===== config.mk =====
export PLATFORM = sky130hd
export DESIGN_NAME = uns_div
export DESIGN_NICKNAME = d
export VERILOG_FILES = /design/src/rtl/uns_div_pkg.sv /design/src/rtl/uns_div_sel.sv /design/src/rtl/uns_div.sv
export SDC_FILE = /design/constraint.sdc
export NUM_CORES = 1
export LEC_CHECK = 0
export ABC_AREA = 1
export BUFFER_PORTS_ARGS = -buffer_cell sky130_fd_sc_hd__buf_4
export CAP_MARGIN = 15
export CORE_ASPECT_RATIO = 1.4
export CORE_UTILIZATION = 42
export CTS_CLUSTER_SIZE = 16
export DETAILED_ROUTE_END_ITERATION = 10
export PLACE_DENSITY = 0.58
export SLEW_MARGIN = 20
export SYNTH_ARGS = -nofsm -noshare
export SYNTH_HDL_FRONTEND = slang
export SYNTH_SLANG_ARGS = --single-unit

===== constraint.sdc =====
create_clock -name clk -period 2.4 [get_ports clk]
set_input_delay 0.48 -clock clk [delete_from_list [all_inputs] [get_ports clk]]
set_output_delay 0.48 -clock clk [all_outputs]
set_load 0.05 [all_outputs]

===== src/rtl/uns_div_pkg.sv =====
// Shared constants and state encoding for the sequential unsigned divider.
package uns_div_pkg;

  localparam int unsigned DIVIDEND_W = 6;
  localparam int unsigned OP_W       = 3;
  localparam int unsigned DIVISOR_W  = 4;
  localparam int unsigned CNT_W      = 3;

  localparam logic [1:0] IDLE = 2'd0;
  localparam logic [1:0] RUN  = 2'd1;
  localparam logic [1:0] DONE = 2'd2;

  localparam logic [DIVIDEND_W-1:0] DBZ_QUOT = 6'h3F;
  localparam logic [CNT_W-1:0]      CNT_INIT = CNT_W'(DIVIDEND_W - 1);

  typedef enum logic [1:0] {
    StIdle = IDLE,
    StRun  = RUN,
    StDone = DONE
  } state_e;

endpackage


===== src/rtl/uns_div_sel.sv =====
// Divisor operand mux; same select semantics as the accumulator input mux.
module uns_div_sel
  import uns_div_pkg::*;
(
  input  logic [1:0]           i_sel,
  input  logic [OP_W-1:0]      i_data2,
  input  logic [OP_W-1:0]      i_data1,
  output logic [DIVISOR_W-1:0] o_divisor
);

  always_comb begin
    o_divisor = '0;
    unique case (i_sel)
      2'b00: o_divisor = {1'b0, i_data2};
      2'b01: o_divisor = {1'b0, i_data2} + {1'b0, i_data1};
      2'b10: o_divisor = {1'b0, i_data1};
      2'b11: o_divisor = '0;
      default: o_divisor = '0;
    endcase
  end

endmodule


===== src/rtl/uns_div.sv =====
// Restoring shift-subtract unsigned divider: 6-bit dividend, 4-bit divisor,
// one quotient bit per clock with a start/valid handshake.
module uns_div
  import uns_div_pkg::*;
(
  input  logic                  clk,
  input  logic                  i_rst_n,
  input  logic                  i_start,
  input  logic [DIVIDEND_W-1:0] i_dividend,
  input  logic [OP_W-1:0]       i_data2,
  input  logic [OP_W-1:0]       i_data1,
  input  logic [1:0]            i_sel,
  output logic [DIVIDEND_W-1:0] o_quot,
  output logic [DIVISOR_W-1:0]  o_rem,
  output logic                  o_busy,
  output logic                  o_valid,
  output logic                  o_dbz
);

  state_e                  state_q, state_d;
  logic [DIVIDEND_W-1:0]   dvd_q, dvd_d;
  logic [DIVISOR_W-1:0]    dvs_q, dvs_d;
  logic [DIVISOR_W:0]      rem_q, rem_d;
  logic [DIVIDEND_W-1:0]   quot_q, quot_d;
  logic [CNT_W-1:0]        cnt_q, cnt_d;
  logic [DIVIDEND_W-1:0]   oquot_q, oquot_d;
  logic [DIVISOR_W-1:0]    orem_q, orem_d;
  logic                    dbz_q, dbz_d;

  logic [DIVISOR_W-1:0]    divisor;
  logic [DIVISOR_W:0]      pr;
  logic [DIVISOR_W:0]      pr_sub;
  logic                    qbit;
  logic [DIVISOR_W:0]      rem_next;

  uns_div_sel u_sel (
    .i_sel     (i_sel),
    .i_data2   (i_data2),
    .i_data1   (i_data1),
    .o_divisor (divisor)
  );

  // Remainder stays below the divisor, so only its low 4 bits feed the shift.
  assign pr       = {rem_q[DIVISOR_W-1:0], dvd_q[cnt_q]};
  assign qbit     = (pr >= {1'b0, dvs_q});
  assign pr_sub   = pr - {1'b0, dvs_q};
  assign rem_next = qbit ? pr_sub : pr;

  always_comb begin
    state_d = state_q;
    dvd_d   = dvd_q;
    dvs_d   = dvs_q;
    rem_d   = rem_q;
    quot_d  = quot_q;
    cnt_d   = cnt_q;
    oquot_d = oquot_q;
    orem_d  = orem_q;
    dbz_d   = dbz_q;
    unique case (state_q)
      StIdle: begin
        if (i_start) begin
          dvd_d  = i_dividend;
          dvs_d  = divisor;
          rem_d  = '0;
          quot_d = '0;
          cnt_d  = CNT_INIT;
          if (divisor == '0) begin
            oquot_d = DBZ_QUOT;
            orem_d  = '0;
            dbz_d   = 1'b1;
            state_d = StDone;
          end else begin
            state_d = StRun;
          end
        end
      end
      StRun: begin
        rem_d  = rem_next;
        quot_d = {quot_q[DIVIDEND_W-2:0], qbit};
        if (cnt_q == '0) begin
          oquot_d = {quot_q[DIVIDEND_W-2:0], qbit};
          orem_d  = rem_next[DIVISOR_W-1:0];
          dbz_d   = 1'b0;
          state_d = StDone;
        end else begin
          cnt_d = cnt_q - 1'b1;
        end
      end
      StDone:  state_d = StIdle;
      default: state_d = StIdle;
    endcase
  end

  always_ff @(posedge clk or negedge i_rst_n) begin
    if (!i_rst_n) begin
      state_q <= StIdle;
      dvd_q   <= '0;
      dvs_q   <= '0;
      rem_q   <= '0;
      quot_q  <= '0;
      cnt_q   <= '0;
      oquot_q <= '0;
      orem_q  <= '0;
      dbz_q   <= 1'b0;
    end else begin
      state_q <= state_d;
      dvd_q   <= dvd_d;
      dvs_q   <= dvs_d;
      rem_q   <= rem_d;
      quot_q  <= quot_d;
      cnt_q   <= cnt_d;
      oquot_q <= oquot_d;
      orem_q  <= orem_d;
      dbz_q   <= dbz_d;
    end
  end

  assign o_quot  = oquot_q;
  assign o_rem   = orem_q;
  assign o_dbz   = dbz_q;
  assign o_busy  = (state_q == StRun);
  assign o_valid = (state_q == StDone);

endmodule


==> key figures, run 1 <==
Status
  – Status: completed

Power and ir drop
  – Combinational share of power: 55.3%
  – Power per cell area: 1470 nW/um^2
  – Leakage power: 1.25 nW
  – Switching share of total power: 47.7%
  – VDD IR max: 0.594 mV
  – Clock power frac: 15.6%
  – Sw power: 0.00162 W
  – Int Power: 0.00178 W
  – Sequential Power Share: 29.1%

Clocking
  – CTS Hold Bufs: 0
  – Number of H-tree levels: 2
  – Maximum root-to-sink buffer count: 2
  – Clk root buf: clkbuf_8
  – CTS tree: done
  – Clock sinks: 35
  – Post-CTS setup buffer count: 0
  – Gates resized, CTS repair: 0
  – Clk slew on worst S/H paths: 0.07 ns
  – Num CTS Buffers: 5
  – Clock latency on the worst-skew pair: 0.29 ns

Synth
  – Most used DFF post-synth: dfrtp_1
  – Synth Register Bits: 35
  – Leading area contributor after synthesis: dfrtp_1
  – Top-area cell type share of the netlist area: 44.9%
  – Net Count, Synth: 266
  – Syn Std Cell Area: 1950 sq um
  – Register area share after synthesis: 44.9%
  – Synth top area cells: dfrtp_1, nand2_1, nand3_1
  – Cell variety after synth: 27
  – Synthesized area per cell: 8.19 sq um
  – Post-synthesis cell count: 238
  – Most common cell in the synthesized netlist: nand2_1
  – List of most frequent post-synthesis cells: nand2_1, dfrtp_1, inv_1
  – Async SR Flop Fraction: 100%
  – Syn. warnings: 0
  – Number of flops mapped to enable cells by yosys: 0

Flow run
  – Max Cap Viol: 0

Global route
  – First-pass GRT wire length: 6290 um
  – Pin count of the biggest net entering global routing: 36
  – Antenna violations before repair: 0
  – Tot GR Track Use: 17.4%
  – Gr ovfl total: 0
  – Vias in the first global route: 1415

Final layout
  – # diodes: 0
  – Post-Layout Cell Count: 332
  – Area growth syn-to-layout: 18.4%
  – Ratio of cells with drive above 1 in the final layout: 20.7%
  – Nets: 297

Min path
  – Hold WC Path Type: primary input to async pin

Routing
  – Drt drc: 0
  – Vias per cell: 4.77
  – Routed via count: 1582
  – Routed WL: 3660 um
  – Iteration-0 DRC Markers: 42
  – Avg WL per Cell: 11.0 um
  – TritonRoute pass-1 iters: 4
  – Antenna viol nets, final: 0

Setup path
  – CP max FO: 6
  – Worst reg2reg setup slack: 0.32 ns
  – Crit path required time: 2.58 ns
  – Worst r2r dst: o_rem[0]
  – CP Capture Type: register
  – Launch point of the worst path: cnt_q[0]
  – Reg2reg path depth: 17
  – WS Path Type: register to register
  – Worst setup SP type: register
  – Reg2reg start: cnt_q[0]
  – Crit path DAT: 2.26 ns
  – Worst Setup EP: o_rem[0]

Placement
  – DP Wirelength: 2810 um
  – Placed cells: 324
  – I/O Buffers: 29
  – Final GP Congestion: 0.810

STA
  – Fin Clk Skew: 0.00576 ns
  – Rel. slew slack: 66.8%
  – Fmax: 0.482 GHz
  – RSZ-0062 raised after global routing: false
  – Worst Tran Pin Value: 0.498 ns
  – Setup TNS: 0 ns
  – Crit share post-route: 86.5%
  – Minimum clock period: 2.08 ns
  – Endpoints failing hold: 0
  – Slew Limit Fails: 0
  – Final setup fails: 0

Die
  – Initial Utilization: 43.3%
  – Die Height: 82.6 um
  – Die Area: 4920 sq um
  – Rows: 29
  – Core Area: 4500 sq um
  – Die width: 59.6 um
  – # IOs: 30
## state kept, by name (all words and copies together), names as in the netlist
register	flops
quot_q	5
state_q	2
o_quot	6
o_rem	4
o_dbz	1
dvd_q	6
dvs_q	4
cnt_q	3
rem_q	4
## worst min-delay path by stage
| stage | start | to | slack, ns | depth (start not counted) |
|---|---|---|---|---|
| floorplan | i_rst_n | cnt_q[0] | 0.18 | 0 |
| detailed placement | i_rst_n | o_quot[3] | 0.46 | 1 |
| global placement | o_quot[1] | o_quot[1] | 0.45 | 2 |
| CTS | i_rst_n | o_quot[3] | 0.14 | 1 |
| finish | i_rst_n | o_quot[5] | 0.13 | 1 |
| global route | i_rst_n | o_quot[5] | 0.16 | 1 |
## critical path, cell delays in order (launching register included)
cell,delay (ns)
dfrtp_1,0.41
inv_1,0.12
nand2_1,0.08
nand3_1,0.06
nand2_1,0.06
nand2_1,0.04
nand2_1,0.08
inv_1,0.05
ha_1,0.28
nand2_1,0.05
o21ai_0,0.19
inv_1,0.13
nand2_2,0.12
nor2_1,0.06
nand2_1,0.07
nand2_1,0.05
nand3_1,0.06
nand2_1,0.06
## cells in the final DEF (no fill, tap or decap), types with 3 or more instances in the layout
cell type / Yosys / routed
nor2_1: 10 / 10
ha_1: 9 / 9
buf_4: 0 / 30
a21oi_1: 3 / 3
o22ai_1: 4 / 4
nand2_1: 78 / 77
nand3b_1: 3 / 3
nand3_2: 5 / 5
inv_1: 27 / 27
dfrtp_1: 35 / 35
inv_2: 4 / 4
nand4_1: 4 / 4
nand3_1: 26 / 26
o21ai_0: 11 / 11
clkbuf_8: 1 / 5
## metrics by stage
step	worst slack, ns	power [W]	instance area (sq um)	util (%)	hold WS, ns
after floorplan	0.460	0.00248	1950	-	0.184
after global placement	0.160	0.00288	2190	48.7	0.455
after detailed placement	0.158	0.00289	2190	48.7	0.458
after CTS	0.281	0.00344	2300	51.2	0.144
after global routing	0.0542	0.00374	2310	51.3	0.161
final	0.324	0.00340	2310	51.3	0.125
## power groups by stage
| stage | combinational, W | sequential (W) | clock (W) |
|---|---|---|---|
| finish | 0.00188 | 0.000988 | 0.000531 |
| global route | 0.00215 | 0.00102 | 0.000572 |
| CTS | 0.00190 | 0.000989 | 0.000552 |
| detailed placement | 0.00189 | 0.00100 | 0 |
| global placement | 0.00188 | 0.000994 | 0 |
| floorplan | 0.00123 | 0.00125 | 0 |
## routing by layer
| metal | part of all wire, % | GRT usage [%] | wire length (um) | vias up |
|---|---|---|---|---|
| li1 | - | - | - | 822 |
| met4 | 2.7 | 8.37 | 97 | 0 |
| met1 | 45 | 20.7 | 1640 | 714 |
| met2 | 49 | 29.3 | 1790 | 37 |
| met5 | 0 | 0 | 0 | - |
| met3 | 3.5 | 3.74 | 128 | 9 |
## logic make-up (layout without fill, tap and decap cells)
group                    count (synthesis)  in the layout  share of synthesized area [%]
XOR/XNOR                                 1              1                          0.449
flip-flops                              35             35                           44.9
AO/OA/AOI/OAI                           21             21                           6.10
buffers and inverters                   37             69                           9.05
adder cells (fa/ha/maj)                 11             11                           7.83
AND/OR/NAND/NOR                        133            133                           31.6
## cell type report
class,count,area (sq um)
clock buffers,5,68.8
clock inverters,3,43.8
fillers,494,2190
inverters,31,116
multi-input cells,166,900
flip-flops and latches,35,876
well taps,62,77.6
repair buffers,30,225
No activity file was read; power rests on OpenSTA's default activity.
==> run 2: changes to the inputs <==
--- a/config.mk
+++ b/config.mk
@@ -12,6 +12,7 @@
 export CORE_UTILIZATION = 42
 export CTS_CLUSTER_SIZE = 16
 export DETAILED_ROUTE_END_ITERATION = 10
+export MAX_ROUTING_LAYER = met4
 export PLACE_DENSITY = 0.58
 export SLEW_MARGIN = 20
 export SYNTH_ARGS = -nofsm -noshare
==> run 2 against run 1 <==
Effect of this change:
- first-iteration DRC count increased by 2.4%
- clock-buffer cell count is the same
- maximum frequency down 0.15%
- register-to-register slack about the same
- largest cell class unchanged
==> key figures, run 2 (synthesis results as in run 1) <==
Clocking
  – Clock sinks: 35 (unchanged)
  – CTS Hold Bufs: 0 (unchanged)
  – Clock latency on the worst-skew pair: 0.29 ns (about the same)
  – Clk root buf: clkbuf_8
  – Maximum root-to-sink buffer count: 2 (unchanged)
  – Gates resized, CTS repair: 0 (unchanged)
  – Num CTS Buffers: 5 (unchanged)
  – CTS tree: done
  – Post-CTS setup buffer count: 0 (unchanged)
  – Number of H-tree levels: 2 (unchanged)
  – Clk slew on worst S/H paths: 0.07 ns (about the same)

Die
  – Die width: 59.6 um (unchanged)
  – Rows: 29 (unchanged)
  – Die Area: 4920 sq um (unchanged)
  – Initial Utilization: 43.3% (unchanged)
  – Core Area: 4500 sq um (unchanged)
  – Die Height: 82.6 um (unchanged)
  – # IOs: 30 (unchanged)

Min path
  – Hold WC Path Type: primary input to async pin

Routing
  – Avg WL per Cell: 11.0 um (unchanged)
  – Routed via count: 1580 (-0.13%)
  – Routed WL: 3660 um (unchanged)
  – TritonRoute pass-1 iters: 4 (unchanged)
  – Iteration-0 DRC Markers: 43 (+2.4%)
  – Vias per cell: 4.76 (-0.13%)
  – Drt drc: 0 (unchanged)
  – Antenna viol nets, final: 0 (unchanged)

Global route
  – Antenna violations before repair: 0 (unchanged)
  – Vias in the first global route: 1413 (-0.14%)
  – Pin count of the biggest net entering global routing: 36 (unchanged)
  – Tot GR Track Use: 17.9% (+0.55 points)
  – First-pass GRT wire length: 6310 um (+0.33%)
  – Gr ovfl total: 0 (unchanged)

Placement
  – DP Area: 2190 sq um (unchanged)
  – Placed cells: 324 (unchanged)
  – I/O Buffers: 29 (unchanged)
  – Setup WS pre-CTS: 0.158 ns (unchanged)
  – Final GP Congestion: 0.822 (+1.5%)
  – DP Wirelength: 2810 um (unchanged)

Setup path
  – Slowest cell delay on critical path: 0.41 ns (about the same)
  – Crit path DAT: 2.26 ns (about the same)
  – Cell mode on critical path: nand2_1
  – CP max FO: 6 (unchanged)
  – Crit path required time: 2.58 ns (about the same)
  – Worst setup SP type: register
  – Crit-path cells: inv_1 > nand2_1 > nand3_1 > nand2_1 > nand2_1 > nand2_1 > inv_1 > ha_1 > nand2_1 > o21ai_0 > inv_1 > nand2_2 > nor2_1 > nand2_1 > nand2_1 > nand3_1 > nand2_1
  – Launch point of the worst path: cnt_q[0]
  – CP max stage cell: dfrtp_1
  – CP Capture Type: register
  – Reg2reg start: cnt_q[0]
  – WS Path Type: register to register

STA
  – Fmax: 0.481 GHz (-0.15%)
  – Endpoints failing hold: 0 (unchanged)
  – Final worst-path setup slack: 0.321 ns (-0.00314 ns)
  – Slew Limit Fails: 0 (unchanged)
  – Setup TNS: 0 ns (unchanged)
  – Crit share post-route: 86.6% (+0.13 points)
  – Rel. slew slack: 66.8% (unchanged)
  – Fin Clk Skew: 0.00577 ns (+0.0000112 ns)
  – Minimum clock period: 2.08 ns (+0.00314 ns)
  – Worst Tran Pin Value: 0.498 ns (+0.000000775 ns)
  – RSZ-0062 raised after global routing: false
  – Final setup fails: 0 (unchanged)

Power and ir drop
  – Leakage power: 1.25 nW (unchanged)
  – VDD IR max: 0.596 mV (+0.31%)
  – Total Power: 0.00340 W (about the same)
  – Power per cell area: 1470 nW/um^2 (about the same)

Final layout
  – Commonest non-fill, non-tap cell in the layout: nand2_1
  – Area growth syn-to-layout: 18.4% (unchanged)
  – # diodes: 0 (unchanged)
  – Fillers: 494 (unchanged)
  – Commonest non-fill, non-tap cells in the layout: nand2_1, dfrtp_1, buf_4
  – Ratio of cells with drive above 1 in the final layout: 20.7% (unchanged)
  – Post-Layout Cell Count: 332 (unchanged)
  – Post-route design area: 2310 sq um (unchanged)
  – Nets: 297 (unchanged)

Flow run
  – Max Cap Viol: 0 (unchanged)

Status
  – Status: completed
run 2: final timing paths:
kind / end / slack [ns] / cells past startpoint
max: o_rem[0] / 0.32 / 17
min: o_quot[5] / 0.13 / 1
max reg2reg: o_rem[0] / 0.32 / 17
min reg2reg: o_quot[2] / 0.47 / 2
max in group asynchronous: state_q[1] / 1.94 / 1
min in group clk: dvd_q[3] / 0.38 / 3
run 2: layer usage:
metal / vias up / global-route usage (%) / wire length (um)
li1: 823 / - / -
met1: 713 / 20.9 / 1640
met2: 35 / 29.3 / 1800
met3: 9 / 3.74 / 119
met4: 0 / 8.37 / 97
met5: - / - / 0
run 2: area by class of cell:
class | instances | area, sq um | share of cell area (%)
Timing Repair Buffer | 30 | 225 | 9.76
Inverter | 31 | 116 | 5.04
Clock buffer | 5 | 68.8 | 2.98
Clock inverter | 3 | 43.8 | 1.90
Tap cell | 62 | 77.6 | 3.36
Sequential cell | 35 | 876 | 38.0
Multi-Input combinational cell | 166 | 900 | 39.0
run 2: where the power goes:
part           internal [W]  switching [W]  leakage [nW]
logic              0.000615        0.00126         0.753
registers          0.000852       0.000136         0.439
clock network      0.000309       0.000223        0.0581
run 2: stage by stage:
stage	utilization, %	hold WS, ns
after floorplan	-	0.184
after global placement	48.7	0.455
after detailed placement	48.7	0.458
after CTS	51.2	0.144
after global routing	51.3	0.161
final	51.3	0.126
run 2: critical path, delay by kind of cell (launching register included):
family / cells / cell delay (ns)
AOI/OAI and AO/OA: 1 / 0.19
DFF: 1 / 0.41
buffers and inverters: 3 / 0.30
adders and majority gates: 1 / 0.28
and+or+nand+nor: 12 / 0.79
==> run 3: changes to the inputs <==
--- a/config.mk
+++ b/config.mk
@@ -5,7 +5,7 @@
 export SDC_FILE = /design/constraint.sdc
 export NUM_CORES = 1
 export LEC_CHECK = 0
-export ABC_AREA = 1
+export ABC_AREA = 0
 export BUFFER_PORTS_ARGS = -buffer_cell sky130_fd_sc_hd__buf_4
 export CAP_MARGIN = 15
 export CORE_ASPECT_RATIO = 1.4
==> run 3 against run 2 <==
Effect of this change:
- the run now ends with DRC left
- critical path depth is 9 lower
- sequential power is 4% higher
- final cell count is 17% lower
- die area is 5.8% lower
- via count is 5.0% lower
- hold slack better by 0.0078 ns
- critical path type unchanged
==> key figures, run 3 <==
STA
  – Setup TNS: 0 ns (unchanged)
  – Crit share post-route: 99.7% (+13 points)
  – Worst Tran Pin Value: 0.765 ns (+0.267 ns)
  – Slew Limit Fails: 0 (unchanged)
  – Minimum clock period: 2.39 ns (+0.315 ns)
  – Rel. slew slack: 49.0% (-18 points)
  – Fmax: 0.418 GHz (-13%)
  – Endpoints failing hold: 0 (unchanged)
  – Fin Clk Skew: 0.00687 ns (+0.00110 ns)
  – Final setup fails: 0 (unchanged)

Synth
  – Post-synthesis cell count: 186 (-22%)
  – Net Count, Synth: 214 (-20%)
  – Leading area contributor after synthesis: dfrtp_1
  – Most common cell in the synthesized netlist: nand2_1
  – Synth top area cells: dfrtp_1, nand2_1, ha_1
  – Top-area cell type share of the netlist area: 47.8% (+2.9 points)
  – List of most frequent post-synthesis cells: nand2_1, dfrtp_1, nor2_1
  – Register area share after synthesis: 47.8% (+2.9 points)
  – Synthesized area per cell: 9.85 sq um (+20%)
  – Synth Register Bits: 35 (unchanged)
  – Async SR Flop Fraction: 100% (unchanged)
  – Syn. warnings: 0 (unchanged)
  – Syn Std Cell Area: 1830 sq um (-6.0%)
  – Cell variety after synth: 38 (+41%)
  – Most used DFF post-synth: dfrtp_1
  – Number of flops mapped to enable cells by yosys: 0 (unchanged)

Clocking
  – CTS tree: done
  – Clk root buf: clkbuf_8
  – Number of H-tree levels: 2 (unchanged)
  – Maximum root-to-sink buffer count: 2 (unchanged)
  – Clock sinks: 35 (unchanged)
  – Clock latency on the worst-skew pair: 0.28 ns (about the same)
  – CTS Hold Bufs: 0 (unchanged)
  – Num CTS Buffers: 5 (unchanged)
  – Clk slew on worst S/H paths: 0.07 ns (about the same)

Die
  – Core Area: 4200 sq um (-6.6%)
  – Die Height: 80.2 um (-3.0%)
  – Initial Utilization: 43.6% (+0.28 points)
  – Rows: 28 (-3.4%)
  – Die width: 57.8 um (-2.9%)
  – Die Area: 4640 sq um (-5.8%)
  – # IOs: 30 (unchanged)

Min path
  – Hold WC Path Type: primary input to async pin

Final layout
  – Commonest non-fill, non-tap cell in the layout: buf_4
  – Ratio of cells with drive above 1 in the final layout: 28.8% (+8.1 points)
  – Commonest non-fill, non-tap cells in the layout: buf_4, nand2_1, dfrtp_1
  – Finished Core Util: 54.9% (+3.6 points)
  – Area growth syn-to-layout: 25.9%
  – Nets: 256 (-14%)
  – # diodes: 0 (unchanged)

Routing
  – Vias per cell: 5.48 (+15%)
  – TritonRoute pass-1 iters: 7 (+3)
  – Antenna viol nets, final: 0 (unchanged)
  – Avg WL per Cell: 15.5 um (+41%)
  – Drt drc: 3 (+3)
  – Iteration-0 DRC Markers: 46 (+7.0%)
  – Routed WL: 4260 um (+16%)
  – Routed via count: 1501 (-5.0%)

Power and ir drop
  – Total Power: 0.00352 W (+3.5%)
  – Leakage power: 1.14 nW (-9.2%)
  – VDD IR max: 0.750 mV (+26%)
  – Power per cell area: 1520 nW/um^2 (+3.4%)

Flow run
  – Max Cap Viol: 0 (unchanged)

Global route
  – Antenna violations before repair: 0 (unchanged)
  – Gr ovfl total: 0 (unchanged)
  – Pin count of the biggest net entering global routing: 36 (unchanged)
  – Vias in the first global route: 1489 (+5.4%)
  – Tot GR Track Use: 20.3% (+2.4 points)
  – First-pass GRT wire length: 6800 um (+7.8%)

Setup path
  – Worst reg2reg setup slack: 0.006 ns (-0.31 ns)
  – CP max FO: 2 (-4)
  – WS Path Type: register to register
  – Worst r2r dst: o_rem[3]
  – Crit path DAT: 2.56 ns (+0.30 ns)
  – CP Capture Type: register
  – Crit path required time: 2.56 ns (-0.02 ns)
  – Reg2reg start: cnt_q[0]
  – Worst setup SP type: register
  – Launch point of the worst path: cnt_q[0]
  – Reg2reg path depth: 8 (-9)

Status
  – Status: complete, but fails checks
  – Failing checks: DRC

Placement
  – Final GP Congestion: 0.830 (+0.95%)
  – DP Wirelength: 3170 um (+13%)
  – I/O Buffers: 29 (unchanged)
[run 3: cell type report]
type / count / area (sq um)
Multi-Input combinational cell: 138 / 968
Sequential cell: 35 / 876
Fill cell: 393 / 1900
Tap cell: 45 / 56.3
Clock buffer: 7 / 76.3
Inverter: 9 / 33.8
Timing Repair Buffer: 39 / 293
Clock inverter: 1 / 5.00
[run 3: layer usage]
metal	global-route usage, %	vias to the layer above	routed length [um]	share of wire, %
li1	-	721	-	-
met1	21.8	738	1670	39
met2	35.2	31	2340	55
met3	4.83	11	137	3.2
met4	9.29	0	110	2.6
met5	-	-	0	0
[run 3: what timing repair did]
item | 4_1_cts | 5_1_grt
gates resized for setup | 1 | 12
pin swaps | 0 | 2
setup buffers | 0 | 2
endpoints found under the setup margin | 4 | 7
[run 3: worst max-delay path by stage]
| stage | to | slack [ns] |
|---|---|---|
| 3_3_place_gp | o_rem[0] | 0.03 |
| 5_1_grt | o_rem[3] | -0.05 |
| 2_1_floorplan | o_rem[3] | 0.09 |
| 6_report | o_rem[3] | 0.006 |
| 3_5_place_dp | rem_q[1] | -0.06 |
| 4_1_cts | o_rem[3] | 0.02 |
[run 3: where the power goes]
part	internal, W	total [W]	leakage, nW	switching (W)
sequential	0.000852	0.00103	0.425	0.000179
clock	0.000204	0.000404	0.0422	0.000201
combinational	0.000832	0.00208	0.668	0.00125
total	0.00189	0.00352	1.14	0.00163
[run 3: per-stage QoR]
stage,area (sq um),std cells,hold WS [ns],setup slack (ns)
after floorplan,1830,186,0.184,0.0859
after global placement,2150,264,0.453,0.0300
after detailed placement,2150,264,0.458,-0.0552
after CTS,2240,272,0.153,0.0159
after global routing,2310,274,0.156,-0.0458
final,2310,274,0.134,0.00640
[run 3: critical path, stage by stage (launching register included)]
cell and delay (ns):
dfrtp_1 0.37, mux4_2 0.54, a21oi_4 0.16, ha_2 0.20
nand2b_4 0.13, nand2b_1 0.10, a2111oi_4 0.41, nor3_2 0.10
mux2_4 0.28
[run 3: logic make-up (layout without fill, tap and decap cells)]
family	Yosys count	after routing	synth area share, %
mux	11	11	7.58
fa+ha+maj	11	11	8.33
buf+inv	13	56	2.66
simple gates	78	78	19.5
compound gates	36	36	13.2
flops	35	35	47.8
xor+xnor	2	2	0.956
